--- src/rtl/pcgen_pkg.sv ---
// pcgen_pkg: shared types and constants for the pc_gen next-PC generator
package pcgen_pkg;
  typedef enum logic [1:0] {BOOT, RUN, HALT} pc_state_e;
  localparam int PC_INC_WORD = 4;
  localparam int PC_INC_HALF = 2;
  localparam int PC_XLEN = 32;
  typedef struct packed {
    logic valid;
    logic [PC_XLEN-1:0] pc;
  } redirect_t;
endpackage

--- src/rtl/pc_redirect_buf.sv ---
// pc_redirect_buf: pending-redirect register; capture loads/overwrites target, clear consumes it
//   ports: clk, reset (sync, active-high), capture/capture_pc, clear, pend_valid/pend_pc out
module pc_redirect_buf #(
  parameter int XLEN = 32
) (
  input  logic            clk,
  input  logic            reset,
  input  logic            capture,
  input  logic [XLEN-1:0] capture_pc,
  input  logic            clear,
  output logic            pend_valid,
  output logic [XLEN-1:0] pend_pc
);
  always_ff @(posedge clk) begin
    if (reset) begin
      pend_valid <= 1'b0;
      pend_pc <= '0;
    end else if (capture) begin
      pend_valid <= 1'b1;
      pend_pc <= capture_pc;
    end else if (clear) begin
      pend_valid <= 1'b0;
    end
  end
endmodule

--- src/rtl/pc_gen.sv ---
// pc_gen: next-PC generator and imem fetch-request source (stall, redirect, trap, halt/resume)
//   config: define PCGEN_COMPRESSED_EN for 16-bit instruction support (inc 2/4, bit0 alignment)
//   ports: clk, reset (sync, active-high), stall_i, redirect_valid_i/redirect_pc_i,
//          trap_valid_i/trap_pc_i, halt_i, resume_i, is_compressed_i, if_ready_i,
//          if_valid_o, pc_o, pc_seq_o (pc_o + inc), misalign_o/misalign_pc_o
module pc_gen
  import pcgen_pkg::*;
#(
  parameter int XLEN = 32,
  parameter logic [XLEN-1:0] RESET_VEC = '0
) (
  input  logic            clk,
  input  logic            reset,
  input  logic            stall_i,
  input  logic            redirect_valid_i,
  input  logic [XLEN-1:0] redirect_pc_i,
  input  logic            trap_valid_i,
  input  logic [XLEN-1:0] trap_pc_i,
  input  logic            halt_i,
  input  logic            resume_i,
  input  logic            is_compressed_i,
  input  logic            if_ready_i,
  output logic            if_valid_o,
  output logic [XLEN-1:0] pc_o,
  output logic [XLEN-1:0] pc_seq_o,
  output logic            misalign_o,
  output logic [XLEN-1:0] misalign_pc_o
);
  pc_state_e state;
  logic [XLEN-1:0] inc, pend_pc, pc_next;
  logic mis, live, run, pend_valid, trap_take, redir_ok, capture, take_redir, take_pend, advance, mis_hit;
`ifdef PCGEN_COMPRESSED_EN
  assign inc = is_compressed_i ? XLEN'(PC_INC_HALF) : XLEN'(PC_INC_WORD);
  assign mis = redirect_pc_i[0];
`else
  logic unused_compressed;
  assign unused_compressed = is_compressed_i;
  assign inc = XLEN'(PC_INC_WORD);
  assign mis = |redirect_pc_i[1:0];
`endif
  assign run = state == RUN;
  assign live = run || state == HALT;
  assign if_valid_o = run && !stall_i;
  assign pc_seq_o = pc_o + inc;
  assign trap_take = live && trap_valid_i;
  assign mis_hit = live && !trap_valid_i && redirect_valid_i && mis;
  assign redir_ok = live && !trap_valid_i && redirect_valid_i && !mis;
  // in HALT every good redirect is parked; it takes effect once RUN resumes
  assign capture = redir_ok && (stall_i || !run);
  assign take_redir = redir_ok && run && !stall_i;
  assign take_pend = run && !trap_valid_i && !redirect_valid_i && pend_valid && !stall_i;
  assign advance = run && !trap_valid_i && !redirect_valid_i && !pend_valid && !stall_i && if_ready_i;
  always_comb
    pc_next = trap_take ? trap_pc_i : take_redir ? redirect_pc_i : take_pend ? pend_pc : advance ? pc_seq_o : pc_o;
  pc_redirect_buf #(.XLEN(XLEN)) u_buf (
    .clk(clk),
    .reset(reset),
    .capture(capture),
    .capture_pc(redirect_pc_i),
    .clear(trap_take || take_redir || take_pend),
    .pend_valid(pend_valid),
    .pend_pc(pend_pc)
  );
  always_ff @(posedge clk) begin
    if (reset) begin
      state <= BOOT;
      pc_o <= RESET_VEC;
      misalign_o <= 1'b0;
      misalign_pc_o <= '0;
    end else begin
      pc_o <= pc_next;
      misalign_o <= mis_hit;
      if (mis_hit) misalign_pc_o <= redirect_pc_i;
      case (state)
        BOOT: state <= RUN;
        RUN: state <= (halt_i && !trap_valid_i) ? HALT : RUN;
        default: state <= (trap_valid_i || resume_i) ? RUN : HALT;
      endcase
    end
  end
endmodule

--- config.mk ---
export PLATFORM = sky130hd
export DESIGN_NAME = pc_gen
export DESIGN_NICKNAME = d
export VERILOG_FILES = /design/src/rtl/pcgen_pkg.sv /design/src/rtl/pc_redirect_buf.sv /design/src/rtl/pc_gen.sv
export SDC_FILE = /design/constraint.sdc
export NUM_CORES = 1
export LEC_CHECK = 0
export CORE_ASPECT_RATIO = 0.75
export CORE_MARGIN = 2
export CORE_UTILIZATION = 43
export CTS_CLUSTER_DIAMETER = 30
export DETAILED_ROUTE_END_ITERATION = 6
export PLACE_DENSITY = 0.78
export SLEW_MARGIN = 10
export SYNTH_ARGS = -nofsm -noshare
export SYNTH_HDL_FRONTEND = slang
export SYNTH_SLANG_ARGS = --single-unit
--- constraint.sdc ---
create_clock -name clk -period 2.22 [get_ports clk]
set_clock_uncertainty 0.1 [all_clocks]
set_input_delay 0.333 -clock clk [delete_from_list [all_inputs] [get_ports clk]]
set_output_delay 0.333 -clock clk [all_outputs]
set_load 0.005 [all_outputs]
Yosys cells after proc, flatten, opt, wreduce, memory -nomap -nowiden
Cells that the tools add are included. Widths: inputs -> output; s select.

Register bits after elaboration: 100. Input port bits: 73.

Equality and inequality tests: 2. Reduce and logical (&&, ||, !) cells: 32. $add $sub $neg: 1. Muxes and demuxes: 9.

Operators with widths (number): $mux 32 (4); $add 32x3->32 const B (1); $logic_and 1x1->1 (17); $logic_not 1->1 (6); $logic_or 1x1->1 (5); $mux 2 (2); $pmux 2 s2 (1); $reduce_bool 4->1 (1); $eq 2x1->1 const B (1); $eq 2x2->1 const B (1); $logic_not 2->1 (1); $mux 1 (2); $reduce_bool 2->1 (1); $reduce_or 2->1 (1).

Logic depth before layout (Yosys ltp)
Gate-level depths: netlist of the first run.

Depth after elaboration: 11. Depth in mapped cells: 10.

Hierarchy
Synthesis of the first run repeated with hierarchy kept, for this count alone.

Cell total of the unflattened synthesis: 682. Area, all modules: 5343.9 um2.

Modules (own cells, without submodules): pc_gen (times used 1, sequential area each 1341.3 um2, area each 4139.0 um2, cells each 574); pc_redirect_buf (times used 1, sequential area each 660.6 um2, area each 1204.9 um2, cells each 108).

Worst setup path before layout of the first run
OpenSTA, ideal clock, no wires.

Kind: register to output. Start: register pc_o[2]. End: output port pc_seq_o[18]. Data arrival time: 1.851 ns. Setup slack: -0.064 ns. Stages on the path, launching flop included: 7. Cells stage by stage: dfxtp_1 -> ha_1 -> nand2_1 -> or3_1 -> buf_6 -> o31a_1 -> or2_2.

Longest elaborated chain between the ends: 1.

Ends and longest elaborated chain: start, declared (RTL line pc_gen.sv:24) `output logic [XLEN-1:0] pc_o,`; start signal, assigned (RTL line pc_gen.sv:71) `pc_o <= pc_next;`; $add 32x3->32 (RTL line pc_gen.sv:44) `assign pc_seq_o = pc_o + inc;`; end, declared (RTL line pc_gen.sv:25) `output logic [XLEN-1:0] pc_seq_o,`.

No other way between the ends.

Final worst setup path of the first run
Start: register pc_o[2]. End: output port pc_seq_o[29].

The elaborated chain is that of the path after synthesis.

==> results of run 1 <==
[registers in the layout, indices dropped and copies added (netlist names)]
signal and flops:
pc_o 32, misalign_pc_o 32, state 2, u_buf.pend_pc 32
u_buf.pend_valid 1, misalign_o 1
[power by group through the flow]
stage	clock, mW	sequential, mW	combinational, mW
finish	1.67	1.91	1.21
floorplan	0	1.96	0.358
detailed placement	0	1.95	1.03
global placement	0	1.94	1.01
global route	1.75	1.92	1.26
CTS	1.68	1.91	1.09
[worst max path at each step]
| stage | from | end | slack (ns) | depth (start not counted) |
|---|---|---|---|---|
| 2_1_floorplan | state[0] | pc_o[17] | 0.02 | 10 |
| 3_3_place_gp | pc_o[5] | pc_seq_o[29] | -0.42 | 7 |
| 3_5_place_dp | pc_o[7] | pc_seq_o[29] | -0.49 | 7 |
| 4_1_cts | pc_o[3] | pc_seq_o[18] | -0.35 | 7 |
| 5_1_grt | pc_o[2] | pc_seq_o[29] | -0.51 | 8 |
| 6_report | pc_o[2] | pc_seq_o[29] | -0.47 | 8 |
[final cells by class]
type                    count  area share
flip-flops and latches    100      0.2089
multi-input cells         520      0.3783
inverters                  13    0.005171
repair buffers            384      0.3532
clock buffers               9     0.02327
well taps                 166     0.02146
clock inverters             7    0.009696
[timing repair]
| action | 4_1_cts | 5_1_grt |
|---|---|---|
| gates cloned | 0 | 1 |
| resized for setup | 191 | 75 |
| setup buffers | 53 | 16 |
| hold endpoints to repair | 0 | 0 |
| endpoints found under the setup margin | 49 | 54 |
| pin swaps | 43 | 25 |
[cell families after synthesis]
group | share of synthesized area
AO/OA/AOI/OAI | 0.2454
XOR/XNOR | 0.03067
adder cells (fa/ha/maj) | 0.006920
buffers and inverters | 0.05950
flip-flops | 0.3690
multiplexers | 0.01361
AND/OR/NAND/NOR | 0.2749
[per-layer routing]
| metal | share of wire | track usage | vias up |
|---|---|---|---|
| li1 | - | - | 3190 |
| met1 | 0.42 | 0.4963 | 3395 |
| met2 | 0.44 | 0.5172 | 541 |
| met3 | 0.11 | 0.06757 | 80 |
| met4 | 0.030 | 0.09738 | 0 |
| met5 | 0 | 0 | - |
[critical path, delay by kind of cell (launching register included)]
kind	cells	cell delay (ns)
XOR/XNOR	1	0.13
AND/OR/NAND/NOR	3	0.86
flip-flops	1	0.36
buffers and inverters	4	0.56
[per-stage QoR]
stage	setup slack, ns	power (mW)
2_1_floorplan	0.01946	2.322
3_3_place_gp	-0.4174	2.958
3_5_place_dp	-0.4870	2.976
4_1_cts	-0.3549	4.677
5_1_grt	-0.5062	4.937
6_report	-0.4730	4.786
[Yosys cell counts, types with 4 or more instances]
library cell               number  area (um^2)
sky130_fd_sc_hd__nor4_1         7        43.79
sky130_fd_sc_hd__nand2b_1       4        25.02
sky130_fd_sc_hd__nor3_1        16        80.08
sky130_fd_sc_hd__o32ai_1        5        43.79
sky130_fd_sc_hd__and4_1         7        61.31
sky130_fd_sc_hd__o221ai_1       9        78.83
sky130_fd_sc_hd__a21oi_1       76        380.4
sky130_fd_sc_hd__or2_2          6        37.54
sky130_fd_sc_hd__nand2_1      158        593.1
sky130_fd_sc_hd__o21a_1         4        30.03
sky130_fd_sc_hd__nand3_1       23        115.1
sky130_fd_sc_hd__clkbuf_1      34        127.6
sky130_fd_sc_hd__or3_1          6        37.54
sky130_fd_sc_hd__a32o_1         4        40.04
sky130_fd_sc_hd__o31ai_1       10        75.07
sky130_fd_sc_hd__nor2_1        27        101.4
sky130_fd_sc_hd__inv_1         12        45.04
sky130_fd_sc_hd__dfxtp_1      100         2002
sky130_fd_sc_hd__and2_1         4        25.02
sky130_fd_sc_hd__o31a_1         4        35.03
sky130_fd_sc_hd__o22ai_1        6        37.54
sky130_fd_sc_hd__xnor2_1       11        96.34
sky130_fd_sc_hd__a222oi_1      10        100.1
sky130_fd_sc_hd__a221oi_1       6        52.55
sky130_fd_sc_hd__buf_4          4        30.03
sky130_fd_sc_hd__mux2i_1        4        40.04
sky130_fd_sc_hd__xor2_1         8        70.07
sky130_fd_sc_hd__and3_1         5        31.28
sky130_fd_sc_hd__nand4_1        8        50.05
sky130_fd_sc_hd__o21ai_0       22        110.1
sky130_fd_sc_hd__a31oi_1        5        31.28
sky130_fd_sc_hd__buf_2         12        60.06
sky130_fd_sc_hd__a211oi_1       8        60.06
==> qor.yml, run 1 <==
sta:
  maxSlewHeadroom: 0.4676
  timing.hold.ws_ns: 0.2373
  report.final.setup_viol: 24
  clock.fmax_ghz: 0.3713
  fin_crit_sh: 1.213
  max_transition_viols_final: 0
  grt_setup_unrepaired: "yes"
  timing_worst_slew_pin_value_ns: 0.7986
  timing.final.hold_violations: 0
  period_minus_slack_ns: 2.693
  setup_tns_ns: -5.309
  worst_slack_ns: -0.4730
clock_network:
  cts_made_buffers: 9
  clock_latency_on_the_worst_skew_pair_ns: 0.36
  cts_max_level: 3
  cts_tree: "built"
  cts.reportedPaths.clkPinSlew_ns: 0.08
  postCtsHoldBufs: 0
  clock-sinks: 100
  largest_buffer_count_on_any_clock_path: 2
  clockRootBuffer: "sky130_fd_sc_hd__clkbuf_16"
drt:
  drt.antenna.violating_nets: 0
  detail_route.iter0.violations: 997
  drt-wirelength-per-cell_um: 20.68
  post_route_wl_mm: 24.80
  vias: 7206
  drt_pass1_iterations: 6
  via_per_inst: 6.010
  detail_route.drc_violations: 0
final_layout:
  multi_input_area_um2: 3661
  layout_common_cells: "169 x sky130_fd_sc_hd__buf_4, 150 x sky130_fd_sc_hd__nand2_1, 137 x sky130_fd_sc_hd__clkdlybuf4s50_1"
  postLayoutCoreUtil: 0.7865
  fill_cells: 800
  proportion_of_layout_cells_with_a_drive_suffix_above_1: 0.3611
  layoutNonFillerInstCount: 1199
  register_area_um2: 2022
  finish.instance_area_um2: 9678
  design.final.nets: 1104
  layout-area-overhead-vs-synth_pct: 78.39
  layout_commonest_cell: "sky130_fd_sc_hd__buf_4"
  antenna_cells: 0
synthesis:
  yosysUniqueCellTypes: 72
  synth_async_sr_flop_share: 0
  synth-edff-count: 0
  synth_ff_type: "sky130_fd_sc_hd__dfxtp_1"
  synth_sequential_area_ratio: 0.3690
  ys_warn_count: 0
  number_of_register_bits_inferred_by_synthesis: 100
  netlist_instances: 688
  synth.cell_area_um2: 5425
  post_syn_area_per_cell_um2: 7.885
  net_count_after_synthesis: 764
global_routing:
  via_count_of_the_first_global_routing_pass: 6706
  maximum_number_of_pins_on_one_net_before_global_route_repair: 74
  grt_usage: 0.3419
  grt_pass1_wl_mm: 36.40
  total_global_routing_overflow: 0
  number_of_antenna_violations_at_the_first_check_in_global_routing: 0
pwr:
  leakage_nw: 4.025
  power.internal_mw: 3.326
  power.sequential.fraction: 0.400
  vdd_drop_max_mv: 0.4319
  power_density_nw_per_um2: 494.6
  power.combinational.fraction: 0.252
  swShare: 0.3052
  switchingPower_mw: 1.461
  clock_power_share: 0.348
setup_path:
  cpMaxStageDelayCell: "sky130_fd_sc_hd__nor4_4"
  critPathKind: "flip-flop to output port"
  nature_of_the_critical_path_startpoint: "flip-flop"
  reg2reg_to: "pc_o[30]"
  timing.critical_path.cells: "buf_6 -> buf_4 -> nand4_1 -> nor4_4 -> buf_4 -> and4_4 -> xor2_2 -> buf_2"
  critPathMaxStageDelay_ns: 0.42
  endpoint_kind: "output port"
  timing.critical_path.mode_cell: "sky130_fd_sc_hd__buf_4"
  cp_data_arrival_time_ns: 2.26
  worstRegToRegCells: 14
  critical_path.max_fanout: 3
  rrSetupSlack_ns: -0.24
  startpoint_of_the_worst_register_to_register_path: "pc_o[3]"
  critPathRequiredTime_ns: 1.79
min_path:
  hold_start: "reset"
  hold_path_end: "pc_o[14]"
  hold_class: "input pin to flip-flop"
  hold-path-cell-count: 2
placed_design:
  dp_cells: 1117
  place.gp.congestion: 0.9278
  placement.cell_area_um2: 8248
  detailed_place_hpwl_mm: 16.60
  io_buffer_count: 169
die:
  boundaryPins: 171
  floorplan.die_area_um2: 13540
  start_util: 0.4409
  die_height_um: 101.3
  die_width_um: 133.7
  floorplan.core_area_um2: 12310
  placementRows: 35
job:
  number_of_max_capacitance_violations_reported: 0
run_status:
  violations: "negative setup slack"
  outcome: "finished with violations"
Note: power is estimated with default switching activity, not from simulation.
==> run 2: changes to the inputs <==
Settings changed: CORE_UTILIZATION 43 to 47, PLACE_DENSITY 0.78 to 0.81.
Clock period 2.22 ns to 2.74 ns, I/O delays scaled along.
==> qor.yml, run 2 (synthesis results as in run 1) <==
drt:
  drt.antenna.violating_nets: 0  # unchanged
  detail_route.drc_violations: 0  # unchanged
  drt_pass1_iterations: 5  # was 6
  vias: 6595  # was 7206
  drt-wirelength-per-cell_um: 20.46  # was 20.68 um
  post_route_wl_mm: 22.01  # was 24.80 mm
  via_per_inst: 6.129  # was 6.010
  detail_route.iter0.violations: 726  # was 997
final_layout:
  layout-area-overhead-vs-synth_pct: 56.37  # was 78.39%
  design.final.nets: 1007  # was 1104
  layout_commonest_cell: "sky130_fd_sc_hd__nand2_1"  # was sky130_fd_sc_hd__buf_4
  layoutNonFillerInstCount: 1076  # was 1199
  proportion_of_layout_cells_with_a_drive_suffix_above_1: 0.2276  # was 0.3611
  fill_cells: 801  # was 800
  multi_input_area_um2: 3308  # was 3661 um^2
  layout_common_cells: "155 x sky130_fd_sc_hd__nand2_1, 152 x sky130_fd_sc_hd__clkdlybuf4s50_1, 112 x sky130_fd_sc_hd__buf_4"  # was 169 x sky130_fd_sc_hd__buf_4, 150 x sky130_fd_sc_hd__nand2_1, 137 x sky130_fd_sc_hd__clkdlybuf4s50_1
  finish.instance_area_um2: 8483  # was 9678 um^2
  antenna_cells: 0  # unchanged
  reg.largest.list: "misalign_pc_o x32, pc_o x32, u_buf.pend_pc x32"  # unchanged
  register_area_um2: 2039  # was 2022 um^2
sta:
  timing.final.hold_violations: 0  # unchanged
  worst_slack_ns: -0.01278  # was -0.4730 ns
  report.final.setup_viol: 1  # was 24
  maxSlewHeadroom: 0.5644  # was 0.4676
  grt_setup_unrepaired: "yes"  # unchanged
  clock.fmax_ghz: 0.3633
  period_minus_slack_ns: 2.753
  max_transition_viols_final: 0  # unchanged
  fin_crit_sh: 1.005
  timing_worst_slew_pin_value_ns: 0.6533  # was 0.7986 ns
setup_path:
  critPathBufInv: 3  # was 4
  cpMaxStageDelayCell: "sky130_fd_sc_hd__clkdlybuf4s50_1"  # was sky130_fd_sc_hd__nor4_4
  critPathRequiredTime_ns: 2.23  # was 1.79 ns
  critPathKind: "flip-flop to output port"  # unchanged
  critical_path.max_fanout: 4  # was 3
  timing.critical_path.cells: "buf_4 -> ha_4 -> nand2_1 -> buf_4 -> nor4_4 -> xnor2_2 -> clkdlybuf4s50_1"  # was buf_6 -> buf_4 -> nand4_1 -> nor4_4 -> buf_4 -> and4_4 -> xor2_2 -> buf_2
  critPathMaxStageDelay_ns: 0.54  # was 0.42 ns
  crit_family: "buffers and inverters"  # was simple AND/OR/NAND/NOR gates
  endpoint_kind: "output port"  # unchanged
  nature_of_the_critical_path_startpoint: "flip-flop"  # unchanged
  timing.critical_path.mode_cell: "sky130_fd_sc_hd__buf_4"  # unchanged
  cp_data_arrival_time_ns: 2.24  # was 2.26 ns
run_status:
  violations: "negative setup slack"  # unchanged
  outcome: "finished with violations"  # unchanged
clock_network:
  cts_max_level: 3  # unchanged
  clock-sinks: 100  # unchanged
  clockRootBuffer: "sky130_fd_sc_hd__clkbuf_16"  # unchanged
  cts_tree: "built"  # unchanged
  postCtsHoldBufs: 0  # unchanged
  largest_buffer_count_on_any_clock_path: 2  # unchanged
  cts.reportedPaths.clkPinSlew_ns: 0.07  # was 0.08 ns
  clock_latency_on_the_worst_skew_pair_ns: 0.36  # about the same
  cts_made_buffers: 9  # unchanged
placed_design:
  dp_cells: 1026  # was 1117
  detailed_place_hpwl_mm: 15.69  # was 16.60 mm
  placement.cell_area_um2: 7689  # was 8248 um^2
  place.gp.congestion: 0.9260  # was 0.9278
  io_buffer_count: 169  # unchanged
global_routing:
  total_global_routing_overflow: 0  # unchanged
  grt_usage: 0.3400  # was 0.3419
  maximum_number_of_pins_on_one_net_before_global_route_repair: 62  # was 74
  number_of_antenna_violations_at_the_first_check_in_global_routing: 0  # unchanged
  via_count_of_the_first_global_routing_pass: 6056  # was 6706
  grt_pass1_wl_mm: 33.07  # was 36.40 mm
min_path:
  hold_class: "flip-flop to flip-flop"  # was input pin to flip-flop
die:
  placementRows: 33  # was 35
  die_width_um: 128.1  # was 133.7 um
  boundaryPins: 171  # unchanged
  floorplan.die_area_um2: 12430  # was 13540 um^2
  die_height_um: 97.05  # was 101.3 um
  floorplan.core_area_um2: 11110  # was 12310 um^2
  start_util: 0.4885  # was 0.4409
job:
  number_of_max_capacitance_violations_reported: 0  # unchanged
pwr:
  vdd_drop_max_mv: 0.4873  # was 0.4319 mV
  power_density_nw_per_um2: 429.8  # was 494.6 nW/um^2
  leakage_nw: 3.379  # was 4.025 nW
  total_power_mw: 3.646  # was 4.786 mW
[run 2: cell type report]
cell class,count,area share
Timing Repair Buffer,288,0.3080
Inverter,13,0.005900
Sequential cell,100,0.2404
Multi-Input combinational cell,519,0.3900
Clock buffer,9,0.02655
Tap cell,140,0.02065
Clock inverter,7,0.008555
[run 2: worst paths after layout]
| check | cells past startpoint | slack (ns) | startpoint | to |
|---|---|---|---|---|
| max | 7 | -0.01 | pc_o[3] | pc_seq_o[14] |
| min | 2 | 0.35 | misalign_pc_o[26] | misalign_pc_o[26] |
| max reg2reg | 9 | 0.36 | state[1] | pc_o[6] |
| min reg2reg | 2 | 0.35 | misalign_pc_o[26] | misalign_pc_o[26] |
[run 2: metal layers]
| metal | track usage | vias up | part of all wire |
|---|---|---|---|
| li1 | - | 3007 | - |
| met2 | 0.4722 | 421 | 0.42 |
| met4 | 0.07016 | 0 | 0.015 |
| met3 | 0.1228 | 35 | 0.12 |
| met5 | 0 | - | 0 |
| met1 | 0.5024 | 3132 | 0.44 |
[run 2: power by group]
part           internal, mW  switching [mW]  total (mW)
Clock                 0.647           0.635        1.28
Combinational         0.421           0.382       0.804
Sequential             1.51          0.0537        1.56
[run 2: worst reg2reg max path: stages, from the launching register on]
cell                      delay, ns
sky130_fd_sc_hd__dfxtp_1       0.31
sky130_fd_sc_hd__inv_1         0.08
sky130_fd_sc_hd__ha_1          0.30
sky130_fd_sc_hd__or4b_4        0.54
sky130_fd_sc_hd__nor2_1        0.12
sky130_fd_sc_hd__buf_4         0.22
sky130_fd_sc_hd__buf_4         0.19
sky130_fd_sc_hd__a21oi_1       0.08
sky130_fd_sc_hd__o31a_1        0.14
sky130_fd_sc_hd__o31ai_2       0.21
[run 2: repair_timing]
action | CTS | global route
endpoints found under the setup margin | 18 | 15
pin swaps | 16 | 13
gates resized for setup | 64 | 27
buffers inserted | 21 | 13
[run 2: metrics by stage]
| stage | hold slack [ns] | TNS (ns) | util | worst slack (ns) |
|---|---|---|---|---|
| floorplan | 0.3329 | 0 | - | 0.3780 |
| global placement | 0.3404 | 0 | 0.6922 | 0.06038 |
| detailed placement | 0.3478 | 0 | 0.6922 | 0.02166 |
| CTS | 0.3507 | 0 | 0.7464 | 0.005826 |
| global route | 0.3740 | -0.3123 | 0.7638 | -0.07501 |
| finish | 0.3547 | -0.01278 | 0.7638 | -0.01278 |
==> run 3: changes to the inputs <==
Settings changed: CORE_UTILIZATION 47 to 48, CTS_BUF_LIST set to sky130_fd_sc_hd__clkbuf_8, GPL_TIMING_DRIVEN set to 0, PLACE_DENSITY 0.81 to 0.82.
==> qor.yml, run 3 (synthesis results as in run 1) <==
setup_path:
  cpMaxStageDelayCell: "sky130_fd_sc_hd__dfxtp_2"  # was sky130_fd_sc_hd__clkdlybuf4s50_1
  critical_path_origin: "pc_o[4]"  # was pc_o[3]
  endpoint_kind: "output port"  # unchanged
  timing.critical_path.cells: "buf_6 -> nand4_4 -> buf_4 -> nor4_4 -> buf_4 -> and4_4 -> xor2_1 -> dlygate4sd2_1"  # was buf_4 -> ha_4 -> nand2_1 -> buf_4 -> nor4_4 -> xnor2_2 -> clkdlybuf4s50_1
  critPathKind: "flip-flop to output port"  # unchanged
  critPathMaxStageDelay_ns: 0.36  # was 0.54 ns
  critical_path.max_fanout: 5  # was 4
  nature_of_the_critical_path_startpoint: "flip-flop"  # unchanged
  timing.critical_path.mode_cell: "sky130_fd_sc_hd__buf_4"  # unchanged
  startpoint_of_the_worst_register_to_register_path: "state[0]"  # was state[1]
  critPathRequiredTime_ns: 2.23  # about the same
  cp_data_arrival_time_ns: 2.27  # was 2.24 ns
min_path:
  hold_start: "trap_valid_i"  # was misalign_pc_o[26]
  hold_class: "input pin to flip-flop"  # was flip-flop to flip-flop
global_routing:
  grt_use_met1: 0.5295  # was 0.5024
  grt.met3_usage: 0.1256  # was 0.1228
  total_global_routing_overflow: 0  # unchanged
  grt_usage: 0.3795  # was 0.3400
  use_met2: 0.5698  # was 0.4722
  number_of_antenna_violations_at_the_first_check_in_global_routing: 0  # unchanged
  maximum_number_of_pins_on_one_net_before_global_route_repair: 19  # was 62
  via_count_of_the_first_global_routing_pass: 6312  # was 6056
  grt_pass1_wl_mm: 35.52  # was 33.07 mm
  grt_most_used_layer: "met2"  # was met1
placed_design:
  dp_cells: 996  # was 1026
  detailed_place_hpwl_mm: 17.02  # was 15.69 mm
  io_buffer_count: 168  # was 169
  place.gp.congestion: 0.9451  # was 0.9260
clock_network:
  cts_tree: "built"  # unchanged
  largest_buffer_count_on_any_clock_path: 2  # unchanged
  clockRootBuffer: "sky130_fd_sc_hd__clkbuf_8"  # was sky130_fd_sc_hd__clkbuf_16
  cts_max_level: 3  # unchanged
  postCtsHoldBufs: 0  # unchanged
  clock-sinks: 100  # unchanged
  clock_latency_on_the_worst_skew_pair_ns: 0.38  # was 0.36 ns
  cts.reportedPaths.clkPinSlew_ns: 0.10  # was 0.07 ns
  cts_made_buffers: 9  # unchanged
pwr:
  total_power_mw: 3.539  # was 3.646 mW
  leakage_nw: 3.208  # was 3.379 nW
  power_density_nw_per_um2: 431.4  # was 429.8 nW/um^2
  vdd_drop_max_mv: 0.4311  # was 0.4873 mV
job:
  number_of_max_capacitance_violations_reported: 0  # unchanged
final_layout:
  proportion_of_layout_cells_with_a_drive_suffix_above_1: 0.1870  # was 0.2276
  layout_commonest_cell: "sky130_fd_sc_hd__nand2_1"  # unchanged
  layout_common_cells: "154 x sky130_fd_sc_hd__nand2_1, 146 x sky130_fd_sc_hd__clkdlybuf4s50_1, 78 x sky130_fd_sc_hd__dfxtp_1"  # was 155 x sky130_fd_sc_hd__nand2_1, 152 x sky130_fd_sc_hd__clkdlybuf4s50_1, 112 x sky130_fd_sc_hd__buf_4
  layoutNonFillerInstCount: 1060  # was 1076
  fill_cells: 831  # was 801
  layout-area-overhead-vs-synth_pct: 51.22  # was 56.37%
  design.final.nets: 991  # was 1007
  reg.largest.list: "misalign_pc_o x32, pc_o x32, u_buf.pend_pc x32"  # unchanged
  antenna_cells: 0  # unchanged
sta:
  report.final.setup_viol: 2  # was 1
  clock.fmax_ghz: 0.3593  # was 0.3633 GHz
  grt_setup_unrepaired: "yes"  # unchanged
  max_transition_viols_final: 0  # unchanged
  fin_crit_sh: 1.016  # was 1.005
  period_minus_slack_ns: 2.783  # was 2.753 ns
  timing_worst_slew_pin_value_ns: 0.7552  # was 0.6533 ns
  maxSlewHeadroom: 0.4965  # was 0.5644
  timing.final.hold_violations: 0  # unchanged
  worst_slack_ns: -0.04321  # was -0.01278 ns
die:
  boundaryPins: 171  # unchanged
  start_util: 0.4940  # was 0.4885
  floorplan.die_area_um2: 12180  # was 12430 um^2
  placementRows: 33  # unchanged
  die_height_um: 96.07  # was 97.05 um
  floorplan.core_area_um2: 10980  # was 11110 um^2
  die_width_um: 126.8  # was 128.1 um
drt:
  drt.antenna.violating_nets: 0  # unchanged
  via_per_inst: 6.415  # was 6.129
  drt_pass1_iterations: 7  # was 5
  post_route_wl_mm: 23.80  # was 22.01 mm
  vias: 6800  # was 6595
  detail_route.drc_violations: 0  # unchanged
  drt-wirelength-per-cell_um: 22.45  # was 20.46 um
  detail_route.iter0.violations: 975  # was 726
run_status:
  outcome: "finished with violations"  # unchanged
  violations: "negative setup slack"  # unchanged
==> run 3: changes by cell type in the layout (fill, tap and decap cells not counted), sizes merged, moves of 2 or more <==
| cell | delta |
|---|---|
| clkbuf | +34 |
| clkdlybuf4s50 | -6 |
| dlymetal6s2s | +2 |
| buf | -46 |
| inv | -2 |
| bufinv | +3 |
==> run 3: layer usage <==
metal | part of all wire | wire (um) | vias up
met5 | 0 | 0 | -
met4 | 0.022 | 526 | 0
met3 | 0.14 | 3363 | 58
met2 | 0.42 | 9987 | 530
met1 | 0.42 | 9922 | 3250
li1 | - | - | 2962
==> run 3: worst paths after layout <==
check,cells after the start,slack [ns],end
max,8,-0.04,pc_seq_o[29]
max reg2reg,10,0.08,pc_o[23]
min,2,0.15,state[1]
min reg2reg,2,0.36,misalign_pc_o[14]
==> run 3: through the flow <==
stage                     worst slack [ns]    util  hold slack [ns]  area [um^2]  TNS (ns)
after floorplan                     0.3780       -           0.3329         5425         0
after global placement             -0.4892  0.6630           0.3419         7282    -8.372
after detailed placement           -0.5745  0.6630           0.3492         7282    -9.409
after CTS                         0.004751  0.7342           0.1346         8064         0
after global routing              -0.08385  0.7470           0.1445         8204   -0.2123
final                             -0.04321  0.7470           0.1468         8204  -0.05790
==> run 3: layout make-up <==
cell class | count | area, um^2 | area share
flip-flops and latches | 100 | 2059 | 0.2510
clock buffers | 9 | 123.9 | 0.01510
inverters | 13 | 53.80 | 0.006558
multi-input cells | 519 | 3322 | 0.4049
clock inverters | 7 | 127.6 | 0.01556
plain buffers | 52 | 282.8 | 0.03447
repair buffers | 220 | 2059 | 0.2510
well taps | 140 | 175.2 | 0.02135
==> run 3: power breakdown <==
group          total [mW]  leakage [nW]  internal, mW  switching, mW
clock                1.21         0.126         0.622          0.584
combinational       0.756          2.26         0.374          0.382
sequential           1.58         0.825          1.51         0.0719
total                3.54          3.21          2.50           1.04
==> run 3: timing repair <==
item | CTS | global route
resized for setup | 100 | 33
endpoints found under the hold margin | 0 | 0
setup endpoints to repair | 25 | 39
pin swaps | 20 | 12
buffers inserted | 42 | 10
==> run 3: worst max-delay path: cells and delay by family (launching register included) <==
kind                   cells  cell delay (ns)
flip-flops                 1             0.36
XOR/XNOR                   1             0.17
AND/OR/NAND/NOR            3             0.64
buffers and inverters      4             0.72
